<file path="src/rtl/dmem_port_arbiter.sv">
// Shares the single-port data memory among the MEM stage, a debug port and a dump sequencer.
// Fixed priority pipe > dbg > dump; read data is routed back to its owner by a registered tag.
module dmem_port_arbiter #(
  parameter int SIZE   = 32,
  parameter int DEPTH  = 10,
  parameter int ADDR_W = 5
) (
  input  logic              clk,
  input  logic              rst_n,
  input  logic              pipe_rd,
  input  logic              pipe_wr,
  input  logic [ADDR_W-1:0] pipe_addr,
  input  logic [SIZE-1:0]   pipe_wdata,
  output logic [SIZE-1:0]   pipe_rdata,
  input  logic              dbg_req,
  input  logic              dbg_we,
  input  logic [ADDR_W-1:0] dbg_addr,
  input  logic [SIZE-1:0]   dbg_wdata,
  output logic              dbg_gnt,
  output logic              dbg_rvalid,
  output logic [SIZE-1:0]   dbg_rdata,
  input  logic              dump_start,
  output logic              dump_busy,
  output logic              dump_valid,
  output logic [ADDR_W-1:0] dump_addr,
  output logic [SIZE-1:0]   dump_data,
  output logic              dump_done,
  output logic [1:0]        dump_state,
  output logic              mem_en,
  output logic              mem_we,
  output logic [ADDR_W-1:0] mem_addr,
  output logic [SIZE-1:0]   mem_wdata,
  input  logic [SIZE-1:0]   mem_rdata
);

  typedef enum logic [1:0] {IDLE, RUN, DRAIN} dump_state_t;
  typedef enum logic [1:0] {TAG_NONE, TAG_PIPE, TAG_DBG, TAG_DUMP} tag_t;

  localparam logic [ADDR_W-1:0] LAST_ADDR = ADDR_W'(DEPTH - 1);

  dump_state_t       state, state_d;
  tag_t              tag, tag_d;
  logic [ADDR_W-1:0] ptr, ptr_d;
  logic [ADDR_W-1:0] issue_addr;
  logic              done_d;
  logic              pipe_acc, dbg_oor, dbg_oor_q, dump_win;

  assign pipe_acc   = pipe_rd | pipe_wr;
  assign dbg_oor    = 32'(dbg_addr) >= 32'(DEPTH);
  assign dbg_gnt    = dbg_req & ~pipe_acc;
  assign dump_win   = (state == RUN) & ~pipe_acc & ~dbg_req;
  assign dump_busy  = (state != IDLE);
  assign dump_state = state;

  // Port mux. Out-of-range debug accesses are granted but never touch the array.
  always_comb begin
    mem_en    = 1'b0;
    mem_we    = 1'b0;
    mem_addr  = '0;
    mem_wdata = '0;
    tag_d     = TAG_NONE;
    if (pipe_acc) begin
      mem_en    = 1'b1;
      mem_we    = pipe_wr;
      mem_addr  = pipe_addr;
      mem_wdata = pipe_wdata;
      tag_d     = pipe_wr ? TAG_NONE : TAG_PIPE;
    end else if (dbg_req) begin
      mem_addr  = dbg_addr;
      mem_wdata = dbg_wdata;
      mem_en    = ~dbg_oor;
      mem_we    = dbg_we & ~dbg_oor;
      tag_d     = dbg_we ? TAG_NONE : TAG_DBG;
    end else if (state == RUN) begin
      mem_en    = 1'b1;
      mem_addr  = ptr;
      tag_d     = TAG_DUMP;
    end
  end

  // Read-return routing: mem_rdata belongs to whoever issued last cycle's read.
  always_ff @(posedge clk or negedge rst_n) begin
    if (!rst_n) begin
      tag        <= TAG_NONE;
      dbg_oor_q  <= 1'b0;
      issue_addr <= '0;
      pipe_rdata <= '0;
      dbg_rvalid <= 1'b0;
      dbg_rdata  <= '0;
      dump_valid <= 1'b0;
      dump_addr  <= '0;
      dump_data  <= '0;
    end else begin
      tag        <= tag_d;
      dbg_oor_q  <= dbg_oor;
      dbg_rvalid <= (tag == TAG_DBG);
      dump_valid <= (tag == TAG_DUMP);
      if (dump_win) issue_addr <= ptr;
      case (tag)
        TAG_PIPE: pipe_rdata <= mem_rdata;
        TAG_DBG:  dbg_rdata  <= dbg_oor_q ? '0 : mem_rdata;
        TAG_DUMP: begin
          dump_data <= mem_rdata;
          dump_addr <= issue_addr;
        end
        default: ;
      endcase
    end
  end

  always_ff @(posedge clk or negedge rst_n) begin
    if (!rst_n) begin
      state     <= IDLE;
      ptr       <= '0;
      dump_done <= 1'b0;
    end else begin
      state     <= state_d;
      ptr       <= ptr_d;
      dump_done <= done_d;
    end
  end

  // ptr only advances on a won slot, so stalls never skip or repeat an address.
  always_comb begin
    state_d = state;
    ptr_d   = ptr;
    done_d  = 1'b0;
    case (state)
      IDLE: if (dump_start) begin
        state_d = RUN;
        ptr_d   = '0;
      end
      RUN: if (dump_win) begin
        ptr_d = ptr + ADDR_W'(1);
        if (ptr == LAST_ADDR) state_d = DRAIN;
      end
      DRAIN: if (dump_valid && dump_addr == LAST_ADDR) begin
        done_d  = 1'b1;
        state_d = IDLE;
      end
      default: state_d = IDLE;
    endcase
  end

endmodule
</file>
<file path="config.mk">
export PLATFORM = sky130hd
export DESIGN_NAME = dmem_port_arbiter
export DESIGN_NICKNAME = d
export VERILOG_FILES = /design/src/rtl/dmem_port_arbiter.sv
export SDC_FILE = /design/constraint.sdc
export NUM_CORES = 1
export LEC_CHECK = 0
export CAP_MARGIN = 20
export CELL_PAD_IN_SITES_DETAIL_PLACEMENT = 1
export CELL_PAD_IN_SITES_GLOBAL_PLACEMENT = 1
export CORE_MARGIN = 10
export CORE_UTILIZATION = 30
export DETAILED_ROUTE_END_ITERATION = 12
export PLACE_DENSITY = 0.81
export SLEW_MARGIN = 15
export SYNTH_ARGS = -nofsm -noshare
export SYNTH_HDL_FRONTEND = slang
export SYNTH_SLANG_ARGS = --single-unit
</file>
<file path="constraint.sdc">
create_clock -name clk -period 1.6 [get_ports clk]
set_input_delay 0.16 -clock clk [delete_from_list [all_inputs] [get_ports clk]]
set_output_delay 0.16 -clock clk [all_outputs]
set_load 0.02 [all_outputs]
</file>
==> results.tsv <==
stage	metric	value	unit
setup_path	timing.reg2reg.worst_path_depth	8	
logic_synthesis	synth_cell_types	38	
placement	place.gp.congestion	0.830	
logic_synthesis	synthTopCellsByArea	sky130_fd_sc_hd__dfrtp_1 56%, sky130_fd_sc_hd__mux2_2 15%, sky130_fd_sc_hd__nand2_1 7.2%	
setup_path	setup.worst_path.class	reg -> out	
clock_network	cts_num_sinks	119	
logic_synthesis	synthesis.area_per_instance	10.9	µm²
timing	fin_worst_skew	0.00877	ns
clock_network	h-tree-depth	4	
logic_synthesis	ys_warn_count	0	
detailed_routing	routed_wire_length_per_instance	20.5	µm
power	total_leakage_power	4.23	nW
placement	port_buffers	259	
timing	maxSlewHeadroom	74.8	%
detailed_routing	via_per_inst	4.75	
clock_network	clk_latency	0.40	ns
detailed_routing	drt-initial-drc-count	94	
timing	fmaxAchievable	0.572	GHz
setup_path	worst-endpoint-arrival	1.59	ns
setup_path	cp-start-kind	register	
floorplan	die_height	154	µm
logic_synthesis	yosys_most_used_dff	sky130_fd_sc_hd__dfrtp_1	
final_layout	proportion_of_layout_cells_with_a_drive_suffix_above_1	26.4	%
placement	dpl-instance-area	8340	µm²
grt	grt.overflow.total	0	
floorplan	die-width	154	µm
logic_synthesis	yosysSeqAreaShare	55.5	%
logic_synthesis	syn_inst	490	
grt	grt_util_all_layers	17.0	%
logic_synthesis	yosys.area.top_type_share	55.5	%
timing	worstMarginPinSlew	0.373	ns
placement	hpwlAfterDp	15700	µm
logic_synthesis	synth_largest_area_cell	sky130_fd_sc_hd__dfrtp_1	
logic_synthesis	syn_nets	605	
outcome	run_status	finished, violations left	
clock_network	cts_max_path_buffers	2	
grt	wire_length_of_the_first_global_routing_pass	32400	µm
floorplan	floorplan.die_area	23600	µm²
logic_synthesis	synth_edf_count	0	
logic_synthesis	synth_commonest_cells	119 x sky130_fd_sc_hd__dfrtp_1, 103 x sky130_fd_sc_hd__nand2_1, 72 x sky130_fd_sc_hd__mux2_2	
final_layout	final_core_util	52.1	%
timing	timing_max_transition_violations_final	0	
grt	busiest_layer	met2	
detailed_routing	firstDrtPassIters	4	
detailed_routing	route.final.wire_length	20800	µm
clock_network	clock_tree.root_cell	sky130_fd_sc_hd__clkbuf_16	
logic_synthesis	most_common_cell_in_the_synthesized_netlist	sky130_fd_sc_hd__dfrtp_1	
detailed_routing	detail-route-antenna-nets	0	
logic_synthesis	yosys_register_bits	119	
setup_path	critPathCaptureType	primary output	
grt	grt_max_degree	66	
timing	setup_viol	7	
grt	number_of_antenna_violations_at_the_first_check_in_global_routing	2	
clock_network	tritoncts	built	
power	power_density	1250	nW/µm²
logic_synthesis	synth_area	5360	µm²
timing	setup_repair_after_global_routing_missed_its_margin	yes	
grt	grt_use_met3	8.59	%
floorplan	pin_count	260	
run	cap_violations	0	
grt	use_met1	18.3	%
power	vdd.ir_drop.worst	0.000580	V
floorplan	placement_rows	48	
setup_path	required	1.44	ns
floorplan	start_util	30.8	%
final_layout	postLayoutCellArea	9070	µm²
grt	groute.layer.met2.usage	29.1	%
clock_network	clkTransAtPathRegs	0.06	ns
grt	first_global_vias	5626	
timing	final_critical_path_setup_slack	-0.147	ns
setup_path	crit_fanout	5	
detailed_routing	routed-via-count	4835	
final_layout	fillerInstances	1869	
detailed_routing	number_of_drc_violations_after_detailed_routing	0	
timing	final_hold_viol_count	0	
final_layout	fin_nets	891	
logic_synthesis	postSynth.asyncResetShare	100	%
hold_path	hold_class	in -> async	
timing	layout_worst_path_cycle_share	109	%
outcome	violations	negative setup slack	
clock_network	numCtsBuffers	17	
floorplan	core_region_area	17400	µm²
timing	layout_min_cycle_time	1.75	ns
final_layout	synthToLayoutAreaGrowth	69.0	%
cell families after synthesis:
| kind of cell | synth area share [%] |
|---|---|
| simple gates | 14.7 |
| flops | 55.5 |
| compound gates | 9.28 |
| mux | 15.5 |
| buf+inv | 4.46 |
| fa+ha+maj | 0.466 |
registers in the layout, summed over array words and instances (netlist names):
signal / flops
dump_done: 1
dbg_rdata: 32
dump_valid: 1
tag: 2
dbg_oor_q: 1
dump_data: 32
ptr: 5
dbg_rvalid: 1
pipe_rdata: 32
dump_state: 2
issue_addr: 5
dump_addr: 5
area by class of cell:
class | instances | area, µm² | share of cell area [%]
flip-flops and latches | 119 | 2980 | 32.9
repair buffers | 300 | 2930 | 32.4
multi-input cells | 328 | 2230 | 24.5
clock buffers | 18 | 439 | 4.84
well taps | 225 | 282 | 3.10
clock inverters | 14 | 163 | 1.79
inverters | 10 | 37.5 | 0.414
diodes | 3 | 7.51 | 0.0828
cells in the final DEF, fill, tap and decap left out, types with 2 or more instances in the layout:
master / Yosys / layout
sky130_fd_sc_hd__clkdlybuf4s50_1: 0 / 182
sky130_fd_sc_hd__dfrtp_1: 119 / 118
sky130_fd_sc_hd__nand2_1: 103 / 102
sky130_fd_sc_hd__mux2_2: 72 / 72
sky130_fd_sc_hd__buf_4: 4 / 38
sky130_fd_sc_hd__o21ai_1: 28 / 33
sky130_fd_sc_hd__o21ai_0: 43 / 33
sky130_fd_sc_hd__nand2b_1: 35 / 33
sky130_fd_sc_hd__buf_2: 12 / 26
sky130_fd_sc_hd__dlymetal6s2s_1: 0 / 25
sky130_fd_sc_hd__clkbuf_16: 0 / 17
sky130_fd_sc_hd__inv_1: 10 / 10
sky130_fd_sc_hd__dlygate4sd2_1: 0 / 10
sky130_fd_sc_hd__buf_6: 6 / 8
sky130_fd_sc_hd__inv_6: 0 / 6
sky130_fd_sc_hd__buf_12: 0 / 6
sky130_fd_sc_hd__o21ai_2: 0 / 5
sky130_fd_sc_hd__nor2_1: 6 / 5
sky130_fd_sc_hd__a22oi_2: 0 / 4
sky130_fd_sc_hd__clkinvlp_4: 0 / 4
sky130_fd_sc_hd__diode_2: 0 / 3
sky130_fd_sc_hd__nand3b_1: 3 / 3
sky130_fd_sc_hd__a21oi_1: 3 / 3
sky130_fd_sc_hd__o211ai_1: 3 / 3
sky130_fd_sc_hd__nand2b_2: 0 / 2
sky130_fd_sc_hd__or2_4: 0 / 2
sky130_fd_sc_hd__nor4bb_1: 2 / 2
sky130_fd_sc_hd__and3_1: 2 / 2
sky130_fd_sc_hd__o2111ai_1: 2 / 2
sky130_fd_sc_hd__mux2_1: 2 / 2
sky130_fd_sc_hd__ha_1: 2 / 2
sky130_fd_sc_hd__bufinv_16: 0 / 2
layer usage:
metal | share of wire, % | routed length, µm | vias to the layer above
met3 | 11 | 2250 | 20
met4 | 1.4 | 299 | 0
li1 | - | - | 2240
met5 | 0 | 0 | -
met1 | 39 | 8060 | 2362
met2 | 49 | 10200 | 213
timing repair:
item | 4_1_cts | 5_1_grt
setup endpoints to repair | 49 | 48
hold buffers | 1 | 0
setup buffers | 4 | 3
endpoints found under the hold margin | 48 | 0
cloned | 2 | 0
pin swaps | 4 | 8
resized for setup | 196 | 58
stage by stage:
step	setup slack (ns)	cells	setup TNS (ns)	total power, mW	hold WS, ns
3_3_place_gp	-0.572	972	-22.00	7.41	0.0851
3_5_place_dp	-0.583	972	-22.26	7.57	0.0893
5_1_grt	-0.262	1016	-1.42	11.9	0.225
2_1_floorplan	0.0348	490	0	5.50	-0.136
4_1_cts	-0.152	1011	-0.826	11.5	0.200
6_report	-0.147	1017	-0.842	11.3	0.212
critical path, stage by stage (launching register included):
cell and delay [ns]:
sky130_fd_sc_hd__dfrtp_2 0.43, sky130_fd_sc_hd__nor3b_4 0.24, sky130_fd_sc_hd__buf_6 0.16, sky130_fd_sc_hd__a22oi_1 0.06, sky130_fd_sc_hd__o21ai_1 0.13, sky130_fd_sc_hd__buf_4 0.16
where the power goes:
| part | internal [mW] | switching, mW | leakage (nW) |
|---|---|---|---|
| logic | 1.74 | 1.72 | 2.52 |
| registers | 3.60 | 0.386 | 1.43 |
| clock network | 2.38 | 1.48 | 0.283 |
| total | 7.72 | 3.59 | 4.23 |
path summary, 6_finish.rpt:
path                                  end           from  slack [ns]
setup / recovery              mem_addr[3]  dump_state[1]       -0.15
hold / removal             pipe_rdata[20]          rst_n        0.21
setup reg to reg                   tag[1]  dump_state[0]        0.05
hold reg to reg             dbg_rdata[23]  dbg_rdata[23]        0.48
max in group asynchronous   pipe_rdata[4]          rst_n        0.81
min in group clk                dbg_oor_q    dbg_addr[2]        0.25
Note: power is estimated with default switching activity, not from simulation.
